File: src/rtl/inter_tx_scheduler_if.sv
// -----------------------------------------------------------------------------
// inter_tx_scheduler_if
//   Bundle of the requester, link and status signals of inter_tx_scheduler.
//
//   master : the environment (two requesters, the interboard link, a monitor)
//   slave  : the scheduler itself
//
//   interboard_rst            synchronous flush requested by the remote board
//   req0_valid/_msg_type/_number, req0_ready   requester 0 (game FSM)
//   req1_valid/_msg_type/_number, req1_ready   requester 1 (keyboard/echo path)
//   inter_ready               interboard link idle
//   transmit, ctrl_en         single-cycle launch strobes to the link
//   ctrl_msg_type/ctrl_number message presented to the link
//   busy, fifo_count, error   status
// -----------------------------------------------------------------------------
interface inter_tx_scheduler_if #(
  parameter int DEPTH = 4
);
  localparam int CW = $clog2(DEPTH) + 1;

  logic          interboard_rst;
  logic          req0_valid;
  logic [2:0]    req0_msg_type;
  logic [4:0]    req0_number;
  logic          req0_ready;
  logic          req1_valid;
  logic [2:0]    req1_msg_type;
  logic [4:0]    req1_number;
  logic          req1_ready;
  logic          inter_ready;
  logic          transmit;
  logic          ctrl_en;
  logic [2:0]    ctrl_msg_type;
  logic [4:0]    ctrl_number;
  logic          busy;
  logic [CW-1:0] fifo_count;
  logic          error;

  modport master (
    output interboard_rst,
    output req0_valid, req0_msg_type, req0_number,
    input  req0_ready,
    output req1_valid, req1_msg_type, req1_number,
    input  req1_ready,
    output inter_ready,
    input  transmit, ctrl_en, ctrl_msg_type, ctrl_number,
    input  busy, fifo_count, error
  );

  modport slave (
    input  interboard_rst,
    input  req0_valid, req0_msg_type, req0_number,
    output req0_ready,
    input  req1_valid, req1_msg_type, req1_number,
    output req1_ready,
    input  inter_ready,
    output transmit, ctrl_en, ctrl_msg_type, ctrl_number,
    output busy, fifo_count, error
  );
endinterface

File: src/rtl/inter_tx_scheduler.sv
// -----------------------------------------------------------------------------
// inter_tx_scheduler
//   Merges messages from two requesters through a round-robin arbiter into a
//   small FIFO, then issues them one at a time to the interboard link using a
//   launch / link-busy / link-idle handshake.
//
// Ports
//   clk   system clock, rising edge
//   rst   asynchronous active-low reset
//   bus   inter_tx_scheduler_if.slave (requesters, link, status; see the
//         interface file for the signal list)
//
// Parameters
//   DEPTH           FIFO depth, power of 2 in 2..16
//   TIMEOUT_CYCLES  cycles waited on the link per attempt (timeout build)
//   MAX_RETRY       resends after the first timeout (timeout build)
//
// Build option
//   TX_TIMEOUT_EN   when defined, each attempt is bounded by TIMEOUT_CYCLES;
//                   after MAX_RETRY resends the head is dropped and the sticky
//                   error flag is set. When undefined, the FSM waits on the
//                   link indefinitely and error is constant 0.
// -----------------------------------------------------------------------------
module inter_tx_scheduler #(
  parameter int DEPTH          = 4,
  parameter int TIMEOUT_CYCLES = 1000000,
  parameter int MAX_RETRY      = 3
) (
  input  logic                 clk,
  input  logic                 rst,
  inter_tx_scheduler_if.slave  bus
);

  localparam int AW = $clog2(DEPTH);
  localparam int CW = $clog2(DEPTH) + 1;

  typedef enum logic [1:0] {
    ST_IDLE,
    ST_SEND,
    ST_WAIT_BUSY,
    ST_WAIT_DONE
  } state_t;

  state_t        r_state;
  state_t        w_state_next;

  // message storage; head is captured into r_ctrl_* when a launch starts
  logic [2:0]    r_fifo_type [DEPTH];
  logic [4:0]    r_fifo_num  [DEPTH];
  logic [AW-1:0] r_wr_ptr;
  logic [AW-1:0] r_rd_ptr;
  logic [CW-1:0] r_count;

  // 0: requester 0 wins a tie, 1: requester 1 wins a tie
  logic          r_rr_ptr;

  logic [2:0]    r_ctrl_type;
  logic [4:0]    r_ctrl_num;

  logic          w_full;
  logic          w_empty;
  logic          w_accept_ok;
  logic          w_grant0;
  logic          w_grant1;
  logic          w_push;
  logic          w_pop;
  logic          w_load_ctrl;
  logic [2:0]    w_push_type;
  logic [4:0]    w_push_num;

  // ---------------------------------------------------------------------------
  // Arbiter
  // ---------------------------------------------------------------------------
  // Fullness is judged on the registered count only, so a pop in the same
  // cycle never opens a slot early. The flush and the async reset also close
  // the gate so nothing is accepted while state is being discarded.
  assign w_full      = (r_count == CW'(DEPTH));
  assign w_empty     = (r_count == '0);
  assign w_accept_ok = !w_full && !bus.interboard_rst && rst;

  assign w_grant0 = w_accept_ok && bus.req0_valid && (!bus.req1_valid || !r_rr_ptr);
  assign w_grant1 = w_accept_ok && bus.req1_valid && (!bus.req0_valid ||  r_rr_ptr);
  assign w_push   = w_grant0 || w_grant1;

  assign w_push_type = w_grant0 ? bus.req0_msg_type : bus.req1_msg_type;
  assign w_push_num  = w_grant0 ? bus.req0_number   : bus.req1_number;

  assign bus.req0_ready = w_grant0;
  assign bus.req1_ready = w_grant1;

  // ---------------------------------------------------------------------------
  // Optional per-attempt timeout
  // ---------------------------------------------------------------------------
`ifdef TX_TIMEOUT_EN
  localparam int TW = $clog2(TIMEOUT_CYCLES + 2);
  localparam int RW = $clog2(MAX_RETRY + 2);

  logic [TW-1:0] r_tmo_cnt;
  logic [RW-1:0] r_retry;
  logic          r_error;
  logic          w_tmo_hit;
  logic          w_resend;
  logic          w_drop;
  logic          w_in_wait;
  logic          w_next_wait;

  assign w_tmo_hit   = (r_tmo_cnt == TW'(TIMEOUT_CYCLES));
  assign w_in_wait   = (r_state == ST_WAIT_BUSY) || (r_state == ST_WAIT_DONE);
  assign w_next_wait = (w_state_next == ST_WAIT_BUSY) || (w_state_next == ST_WAIT_DONE);
`endif

  // ---------------------------------------------------------------------------
  // Issue FSM, next-state logic
  // ---------------------------------------------------------------------------
  always_comb begin
    w_state_next = r_state;
    w_pop        = 1'b0;
    w_load_ctrl  = 1'b0;
`ifdef TX_TIMEOUT_EN
    w_resend     = 1'b0;
    w_drop       = 1'b0;
`endif
    case (r_state)
      ST_IDLE: begin
        if (!w_empty && bus.inter_ready) begin
          w_state_next = ST_SEND;
          w_load_ctrl  = 1'b1;
        end
      end
      ST_SEND: begin
        w_state_next = ST_WAIT_BUSY;
      end
      ST_WAIT_BUSY: begin
        // the link signals that it took the message by dropping inter_ready
        if (!bus.inter_ready) begin
          w_state_next = ST_WAIT_DONE;
        end
      end
      ST_WAIT_DONE: begin
        if (bus.inter_ready) begin
          w_state_next = ST_IDLE;
          w_pop        = 1'b1;
        end
      end
      default: begin
        w_state_next = ST_IDLE;
      end
    endcase
`ifdef TX_TIMEOUT_EN
    // A timeout only applies while the FSM would otherwise keep waiting;
    // a real link handshake in the same cycle takes precedence.
    if (w_in_wait && (w_state_next == r_state) && w_tmo_hit) begin
      if (r_retry < RW'(MAX_RETRY)) begin
        w_state_next = ST_SEND;
        w_resend     = 1'b1;
      end else begin
        w_state_next = ST_IDLE;
        w_pop        = 1'b1;
        w_drop       = 1'b1;
      end
    end
`endif
  end

  // ---------------------------------------------------------------------------
  // State, pointers, count, arbiter pointer, link outputs
  // ---------------------------------------------------------------------------
  always_ff @(posedge clk or negedge rst) begin
    if (!rst) begin
      r_state     <= ST_IDLE;
      r_wr_ptr    <= '0;
      r_rd_ptr    <= '0;
      r_count     <= '0;
      r_rr_ptr    <= 1'b0;
      r_ctrl_type <= '0;
      r_ctrl_num  <= '0;
    end else if (bus.interboard_rst) begin
      // flush: queued and in-flight messages are discarded; the last
      // presented message stays on ctrl_* like after a normal pop
      r_state  <= ST_IDLE;
      r_wr_ptr <= '0;
      r_rd_ptr <= '0;
      r_count  <= '0;
      r_rr_ptr <= 1'b0;
    end else begin
      r_state <= w_state_next;
      if (w_push) begin
        r_wr_ptr <= r_wr_ptr + AW'(1);
        r_rr_ptr <= w_grant0;
      end
      if (w_pop) begin
        r_rd_ptr <= r_rd_ptr + AW'(1);
      end
      case ({w_push, w_pop})
        2'b10:   r_count <= r_count + CW'(1);
        2'b01:   r_count <= r_count - CW'(1);
        default: r_count <= r_count;
      endcase
      if (w_load_ctrl) begin
        r_ctrl_type <= r_fifo_type[r_rd_ptr];
        r_ctrl_num  <= r_fifo_num[r_rd_ptr];
      end
    end
  end

  // storage needs no reset: an entry is only read after it has been written
  always_ff @(posedge clk) begin
    if (w_push) begin
      r_fifo_type[r_wr_ptr] <= w_push_type;
      r_fifo_num[r_wr_ptr]  <= w_push_num;
    end
  end

`ifdef TX_TIMEOUT_EN
  always_ff @(posedge clk or negedge rst) begin
    if (!rst) begin
      r_tmo_cnt <= '0;
      r_retry   <= '0;
      r_error   <= 1'b0;
    end else if (bus.interboard_rst) begin
      r_tmo_cnt <= '0;
      r_retry   <= '0;
      r_error   <= 1'b0;
    end else begin
      // counts cycles of the current attempt; restarts on every (re)launch
      if (w_in_wait && w_next_wait) begin
        r_tmo_cnt <= r_tmo_cnt + TW'(1);
      end else begin
        r_tmo_cnt <= '0;
      end
      if (w_resend) begin
        r_retry <= r_retry + RW'(1);
      end else if (w_pop) begin
        r_retry <= '0;
      end
      if (w_drop) begin
        r_error <= 1'b1;
      end
    end
  end

  assign bus.error = r_error;
`else
  assign bus.error = 1'b0;
`endif

  // ---------------------------------------------------------------------------
  // Outputs
  // ---------------------------------------------------------------------------
  assign bus.transmit      = (r_state == ST_SEND);
  assign bus.ctrl_en       = (r_state == ST_SEND);
  assign bus.ctrl_msg_type = r_ctrl_type;
  assign bus.ctrl_number   = r_ctrl_num;
  assign bus.busy          = (r_state != ST_IDLE) || !w_empty;
  assign bus.fifo_count    = r_count;

endmodule

File: src/flat_wrapper.sv
// flat-port wrapper written by rule: the top's interface ports become plain ports
module inter_tx_scheduler_flat 
#(
  parameter int DEPTH          = 4,
  parameter int TIMEOUT_CYCLES = 1000000,
  parameter int MAX_RETRY      = 3
)
  (clk, rst, bus_interboard_rst, bus_req0_valid, bus_req0_msg_type, bus_req0_number, bus_req0_ready, bus_req1_valid, bus_req1_msg_type, bus_req1_number, bus_req1_ready, bus_inter_ready, bus_transmit, bus_ctrl_en, bus_ctrl_msg_type, bus_ctrl_number, bus_busy, bus_fifo_count, bus_error);
  inter_tx_scheduler_if #(.DEPTH(DEPTH)) bus_i ();
  input  logic clk;
  input  logic rst;
  input wire logic [$bits(bus_i.interboard_rst)-1:0] bus_interboard_rst;
  input wire logic [$bits(bus_i.req0_valid)-1:0] bus_req0_valid;
  input wire logic [$bits(bus_i.req0_msg_type)-1:0] bus_req0_msg_type;
  input wire logic [$bits(bus_i.req0_number)-1:0] bus_req0_number;
  output wire logic [$bits(bus_i.req0_ready)-1:0] bus_req0_ready;
  input wire logic [$bits(bus_i.req1_valid)-1:0] bus_req1_valid;
  input wire logic [$bits(bus_i.req1_msg_type)-1:0] bus_req1_msg_type;
  input wire logic [$bits(bus_i.req1_number)-1:0] bus_req1_number;
  output wire logic [$bits(bus_i.req1_ready)-1:0] bus_req1_ready;
  input wire logic [$bits(bus_i.inter_ready)-1:0] bus_inter_ready;
  output wire logic [$bits(bus_i.transmit)-1:0] bus_transmit;
  output wire logic [$bits(bus_i.ctrl_en)-1:0] bus_ctrl_en;
  output wire logic [$bits(bus_i.ctrl_msg_type)-1:0] bus_ctrl_msg_type;
  output wire logic [$bits(bus_i.ctrl_number)-1:0] bus_ctrl_number;
  output wire logic [$bits(bus_i.busy)-1:0] bus_busy;
  output wire logic [$bits(bus_i.fifo_count)-1:0] bus_fifo_count;
  output wire logic [$bits(bus_i.error)-1:0] bus_error;
  assign bus_i.interboard_rst = bus_interboard_rst;
  assign bus_i.req0_valid = bus_req0_valid;
  assign bus_i.req0_msg_type = bus_req0_msg_type;
  assign bus_i.req0_number = bus_req0_number;
  assign bus_req0_ready = bus_i.req0_ready;
  assign bus_i.req1_valid = bus_req1_valid;
  assign bus_i.req1_msg_type = bus_req1_msg_type;
  assign bus_i.req1_number = bus_req1_number;
  assign bus_req1_ready = bus_i.req1_ready;
  assign bus_i.inter_ready = bus_inter_ready;
  assign bus_transmit = bus_i.transmit;
  assign bus_ctrl_en = bus_i.ctrl_en;
  assign bus_ctrl_msg_type = bus_i.ctrl_msg_type;
  assign bus_ctrl_number = bus_i.ctrl_number;
  assign bus_busy = bus_i.busy;
  assign bus_fifo_count = bus_i.fifo_count;
  assign bus_error = bus_i.error;
  inter_tx_scheduler #(.DEPTH(DEPTH), .TIMEOUT_CYCLES(TIMEOUT_CYCLES), .MAX_RETRY(MAX_RETRY)) u_core (.clk(clk), .rst(rst), .bus(bus_i));
endmodule
File: config.mk
export PLATFORM = sky130hd
export DESIGN_NAME = inter_tx_scheduler_flat
export DESIGN_NICKNAME = d
export VERILOG_FILES = /design/src/rtl/inter_tx_scheduler_if.sv /design/src/rtl/inter_tx_scheduler.sv /design/src/flat_wrapper.sv
export SDC_FILE = /design/constraint.sdc
export NUM_CORES = 1
export LEC_CHECK = 0
export CAP_MARGIN = 30
export CORE_UTILIZATION = 37
export CTS_CLUSTER_SIZE = 20
export DETAILED_ROUTE_END_ITERATION = 10
export GPL_ROUTABILITY_DRIVEN = 0
export GPL_TIMING_DRIVEN = 0
export SLEW_MARGIN = 20
export SYNTH_ARGS = -nofsm -noshare
export SYNTH_HDL_FRONTEND = slang
export SYNTH_SLANG_ARGS = --single-unit
export TNS_END_PERCENT = 30
File: constraint.sdc
create_clock -name clk -period 2.5 [get_ports clk]
set_clock_uncertainty 0.15 [all_clocks]
set_input_delay 0.375 -clock clk [delete_from_list [all_inputs] [get_ports clk]]
set_output_delay 0.375 -clock clk [all_outputs]
set_load 0.05 [all_outputs]
==> qor.yml, run 1 <==
power:
  powerDensity_mw_per_mm2: 831
  worst_ir_drop_vdd_uv: 503
  total_power_mw: 2.42
  total_leakage_power_nw: 1.11
routing:
  post-route-drc-count: 0
  ant_nets: 0
  drt_pre_antenna_iters: 4
  route.vias.total: 1301
  drt-initial-drc-count: 53
  routedWlPerCell_um: 15.5
  vias_per_cell: 4.87
  postRouteWirelength_um: 4130
sta:
  rsz_0062_raised_after_global_routing: "no"
  relSlewSlack_pct: 45.2
  fin_crit_ns: 2.38
  finalSetupViolCount: 0
  worst-slew-pin-transition_ns: 0.818
  report.final.hold_viol_count: 18
  timing.final.ws_setup_ns: 0.116
  clock.fmax_mhz: 419
  fin_worst_hold_slack_ns: -0.0163
  period_share_pct: 95.4
  final_max_slew_viol_count: 0
placed_design:
  pre_cts_ws_ns: -1.26
  place_hpwl_um: 2820
  port_buffers: 37
  dpl_cell_area_mm2: 0.00277
grt:
  globalRoute.totalOverflow: 0
  grt_max_degree: 20
  antenna_found_initial: 0
  via_count_of_the_first_global_routing_pass: 1419
  track_usage_pct: 14.2
  grt_first_pass_wirelength_um: 6690
run_status:
  run_status: "finished with violations"
  violations: "negative hold slack"
setup_path:
  biggest_fanout_along_the_worst_timing_path: 4
  cp_required_ns: 1.98
  arrival_time_worst_endpoint_ns: 1.86
  setup.worst_path.class: "reg2out"
  cp-start-kind: "flip-flop"
  timing.critical_path.to_type: "primary output"
die:
  design.core.area_mm2: 0.00596
  std_cell_rows: 28
  initial_standard_cell_utilization_of_the_core_pct: 38.6
  dieHeight_um: 80.8
  chipWidth_um: 80.8
  top_level_ports: 39
  die_area_mm2: 0.00653
clock_tree:
  cts.root.buffer_cell: "clkbuf_8"
  clock_pin_slew_of_the_registers_on_the_worst_case_setup_and_hold_paths_ns: 0.09
  numClockSinks: 50
  cts_buffers: 5
  htree_levels: 2
  cts_tree: "built"
  clk_path_buf_depth: 2
  postCtsHoldBufs: 0
  clk_latency_worst_skew_pair_ns: 0.30
final_layout:
  fin_area_mm2: 0.00291
  layout-area-overhead-vs-synth_pct: 26.5
  final_cell_mix: "clkdlybuf4s50_1 (32), edfxtp_1 (32), mux2_2 (18), dfrtp_1 (16), nor2_1 (10)"
  share_of_final_layout_standard_cells_stronger_than_drive_strength_1_pct: 26.6
  multiInputGateArea_um2: 853
  final-seq-area_mm2: 0.00141
  num-nets-final: 222
  layout.filler_cells: 532
  insertedDiodeCount: 0
logic_synthesis:
  synthDominantAreaCellType: "edfxtp_1"
  synth_seq_area_share_pct: 61.4
  post_synth_num_cell_types: 31
  synthCells: 146
  yosysTopAreaCellShare_pct: 41.8
  synth_area_mm2: 0.00230
  synth_area_per_cell_um2: 15.8
  ys_seq_elements: 50
  count_of_synthesis_stage_warnings_from_yosys: 0
  postSynthNetCount: 177
  yosys-top-cells-area: "edfxtp_1 (42%), dfrtp_1 (20%), mux2_2 (8.8%)"
run:
  max_cap_violations: 0
worst_hold_path:
  worst_hold_path_type: "in2async"
## area by class of cell
class	instances	share of cell area, %
clock buffers	6	2.84
multi-input cells	84	29.3
flip-flops and latches	50	48.6
clock inverters	2	1.33
plain buffers	5	0.946
repair buffers	38	12.8
inverters	7	0.903
well taps	75	3.23
## flip-flops by register name (all words and copies together), names as in the netlist
| register | flops |
|---|---|
| u_core.bus.ctrl_msg_type | 3 |
| u_core.bus.ctrl_number | 5 |
| u_core.bus.fifo_count | 3 |
| u_core.r_fifo_num | 20 |
| u_core.r_fifo_type | 12 |
| u_core.r_rd_ptr | 2 |
| u_core.r_rr_ptr | 1 |
| u_core.r_state | 2 |
| u_core.r_wr_ptr | 2 |
## final timing paths
check,startpoint,slack [ns],cells past startpoint,endpoint
max reg2reg,u_core.r_state[0],0.23,7,u_core.bus.fifo_count[2]
max,u_core.r_state[1],0.12,4,bus_transmit
max in group asynchronous,rst,1.83,1,u_core.bus.fifo_count[0]
min reg2reg,u_core.bus.ctrl_number[2],0.36,1,u_core.bus.ctrl_number[2]
min in group clk,u_core.bus.ctrl_number[2],0.36,1,u_core.bus.ctrl_number[2]
min,rst,-0.02,1,u_core.bus.ctrl_msg_type[2]
## power by group
part	switching [mW]	internal [mW]	total, mW
sequential	0.0569	0.975	1.03
clock	0.273	0.329	0.602
combinational	0.479	0.304	0.783
total	0.809	1.61	2.42
## cell families after synthesis
family,Yosys count,share of synthesized area [%]
xor+xnor,5,2.23
compound gates,6,2.23
simple gates,32,7.56
other cells,1,0.163
buf+inv,12,2.34
flops,50,61.4
fa+ha+maj,9,5.22
mux,31,18.9
## Yosys cell counts
cell type / count
buf_4: 2
nand3_1: 2
nand3_2: 1
mux4_2: 8
a211oi_4: 1
fa_1: 1
nand2_1: 5
dfrtp_1: 18
nand2b_1: 2
conb_1: 1
edfxtp_1: 32
mux2_1: 1
xor2_1: 2
mux2i_1: 4
nand2b_4: 1
nor3_2: 1
a21oi_1: 3
a21o_1: 1
xor2_2: 1
xnor2_1: 2
and2_1: 5
nor2_1: 10
nor3_1: 1
nor2b_1: 2
o32ai_1: 1
buf_2: 1
inv_1: 7
nor2_2: 2
mux2_2: 18
ha_1: 8
clkbuf_1: 2
## metrics by stage
step                setup TNS [ns]  instances  util (%)  hold slack [ns]
floorplan                        0        146         -          -0.0706
global placement            -41.62        258      46.4            0.341
detailed placement          -45.74        258      46.4            0.350
CTS                              0        267      48.8          0.00502
global route                     0        267      48.8           0.0186
finish                           0        267      48.8          -0.0163
## routing by layer
layer  vias to the layer above  GRT usage, %  wire (µm)
met5                         -             0          0
met4                         0          5.54         82
met3                         7          3.71        126
met2                        27          26.1       2190
met1                       655          15.6       1720
li1                        612             -          -
## repair_timing
action                     CTS  global route
buffers inserted             1             0
cloned                       0             0
pin swaps                    1             0
setup endpoints to repair   69             4
gates resized for setup     13             6
## critical path, cell delays in order, from the launching register on
cell and delay, ns:
dfrtp_1 0.42, inv_1 0.10, ha_1 0.16, buf_4 0.10, clkdlybuf4s50_1 0.78
No activity file was read; power rests on OpenSTA's default activity.
==> inputs of run 2 (changes only) <==
--- a/config.mk
+++ b/config.mk
@@ -6,6 +6,7 @@
 export NUM_CORES = 1
 export LEC_CHECK = 0
 export CAP_MARGIN = 30
+export CORE_MARGIN = 1
 export CORE_UTILIZATION = 37
 export CTS_CLUSTER_SIZE = 20
 export DETAILED_ROUTE_END_ITERATION = 10
==> constraint.sdc (replaced) <==
create_clock -name clk -period 2.5 [get_ports clk]
set_clock_uncertainty 0.15 [all_clocks]
set_input_delay 0.5 -clock clk [delete_from_list [all_inputs] [get_ports clk]]
set_output_delay 0.5 -clock clk [all_outputs]
set_load 0.05 [all_outputs]
==> run 2 against run 1 <==
- the run now ends clean
- design area grew 0.26%
- die area is the same
- final cell count grew 0.37%
- largest power group unchanged
- via count is essentially flat
- count of clock-buffer cells in the layout is the same
- largest cell class unchanged
- first-iteration DRC count shrank 19%
==> qor.yml, run 2 (same netlist as run 1, synthesis figures left out) <==
sta:
  worst-slew-pin-transition_ns: 0.888
  finalSetupViolCount: 0
  rsz_0062_raised_after_global_routing: "no"
  fin_crit_ns: 2.34
  period_share_pct: 93.8
  final_max_slew_viol_count: 0
  relSlewSlack_pct: 40.6
  clock.fmax_mhz: 427
  report.final.hold_viol_count: 0
  timing.final.ws_setup_ns: 0.155
final_layout:
  largest_register_ffs: 20
  final_cell_mix: "edfxtp_1 (32), clkdlybuf4s50_1 (29), mux2_2 (18), dfrtp_1 (16), nor2_1 (10)"
  share_of_final_layout_standard_cells_stronger_than_drive_strength_1_pct: 26.9
  layout_commonest_cell: "edfxtp_1"
  top_register: "u_core.r_fifo_num"
  fin_area_mm2: 0.00292
  num-nets-final: 223
  layout.filler_cells: 536
  layout-area-overhead-vs-synth_pct: 26.8
  final_cell_count_no_fill: 268
  insertedDiodeCount: 0
power:
  worst_ir_drop_vdd_uv: 503
  total_power_mw: 2.41
  powerDensity_mw_per_mm2: 826
  total_leakage_power_nw: 1.13
run:
  max_cap_violations: 0
routing:
  drt_pre_antenna_iters: 4
  ant_nets: 0
  drt-initial-drc-count: 43
  routedWlPerCell_um: 15.4
  route.vias.total: 1302
  post-route-drc-count: 0
  postRouteWirelength_um: 4130
  vias_per_cell: 4.86
die:
  design.core.area_mm2: 0.00596
  top_level_ports: 39
  dieHeight_um: 80.8
  initial_standard_cell_utilization_of_the_core_pct: 38.6
  die_area_mm2: 0.00653
  chipWidth_um: 80.8
  std_cell_rows: 28
setup_path:
  arrival_time_worst_endpoint_ns: 2.38
  worst_path_max_delay_cell: "clkdlybuf4s50_1"
  cp_required_ns: 2.54
  setup.worst_path.class: "in2reg"
  biggest_fanout_along_the_worst_timing_path: 4
  path_cells: "clkdlybuf4s50_1 > nor2_2 > a211oi_4 > nor2_1 > fa_1 > and2_1 > mux2i_1 > mux2_2"
  cp_slowest_stage_delay_ns: 0.54
  cp-start-kind: "input pin"
  timing.critical_path.to_type: "flip-flop"
clock_tree:
  numClockSinks: 50
  cts_buffers: 5
  clk_latency_worst_skew_pair_ns: 0.30
  clk_path_buf_depth: 2
  htree_levels: 2
  clock_pin_slew_of_the_registers_on_the_worst_case_setup_and_hold_paths_ns: 0.09
  cts.root.buffer_cell: "clkbuf_8"
  cts_tree: "built"
placed_design:
  place_hpwl_um: 2820
  dp.cells: 258
  pre_cts_ws_ns: -1.51
  dpl_cell_area_mm2: 0.00277
  port_buffers: 37
grt:
  antenna_found_initial: 0
  via_count_of_the_first_global_routing_pass: 1419
  globalRoute.totalOverflow: 0
  grt_max_degree: 20
  track_usage_pct: 14.2
  grt_first_pass_wirelength_um: 6660
run_status:
  run_status: "completed"
worst_hold_path:
  worst_hold_path_type: "reg2reg"
run 2: per-stage QoR:
step,setup TNS (ns),hold slack (ns),util [%]
after CTS,0,0.00873,48.7
after global placement,-50.81,0.341,46.4
after global routing,0,0.383,49.0
after detailed placement,-54.97,0.350,46.4
final,0,0.363,49.0
after floorplan,0,0.0544,-
run 2: final timing paths:
path	start	end	slack (ns)	cells after the start
worst max-delay path	bus_req1_valid	u_core.bus.fifo_count[2]	0.16	8
worst min-delay path	u_core.bus.ctrl_number[2]	u_core.bus.ctrl_number[2]	0.36	1
max in group asynchronous	rst	u_core.bus.fifo_count[0]	0.84	2
worst min register to register	u_core.bus.ctrl_number[2]	u_core.bus.ctrl_number[2]	0.36	1
worst max register to register	u_core.r_state[0]	u_core.bus.fifo_count[2]	0.23	7
min in group asynchronous	rst	u_core.r_wr_ptr[1]	0.76	2
run 2: worst max-delay path: cells and delay by family:
kind	cells	cell delay (ns)
AND/OR/NAND/NOR	3	0.31
buffers and inverters	1	0.54
AO/OA/AOI/OAI	1	0.17
multiplexers	2	0.48
adder cells (fa/ha/maj)	1	0.38
run 2: final cells by class:
type                       instances  area [µm²]  share of cell area, %
sequential                        50        1410                   48.5
multi-input combinational         84         853                   29.3
timing repair buffer              39         380                   13.0
tap                               75        93.8                   3.22
clock buffer                       6        82.6                   2.83
clock inverter                     2        38.8                   1.33
buffer                             5        27.5                  0.944
inverter                           7        26.3                  0.901
run 2: where the power goes:
part           switching [mW]  total [mW]  internal (mW)
registers              0.0570        1.03          0.975
clock network           0.272       0.601          0.329
logic                   0.480       0.776          0.297
run 2: routing by layer:
layer  global-route usage [%]  wire length, µm
met5                        0                0
met4                     5.54               82
met3                     3.71              130
met2                     26.1             2210
met1                     15.4             1700
run 2: what timing repair did:
item | 4_1_cts | 5_1_grt
setup endpoints to repair | 72 | 3
buffers inserted | 1 | 0
endpoints found under the hold margin | 0 | 18
pin swaps | 2 | 0
hold buffers | 0 | 1
gates resized for setup | 23 | 3
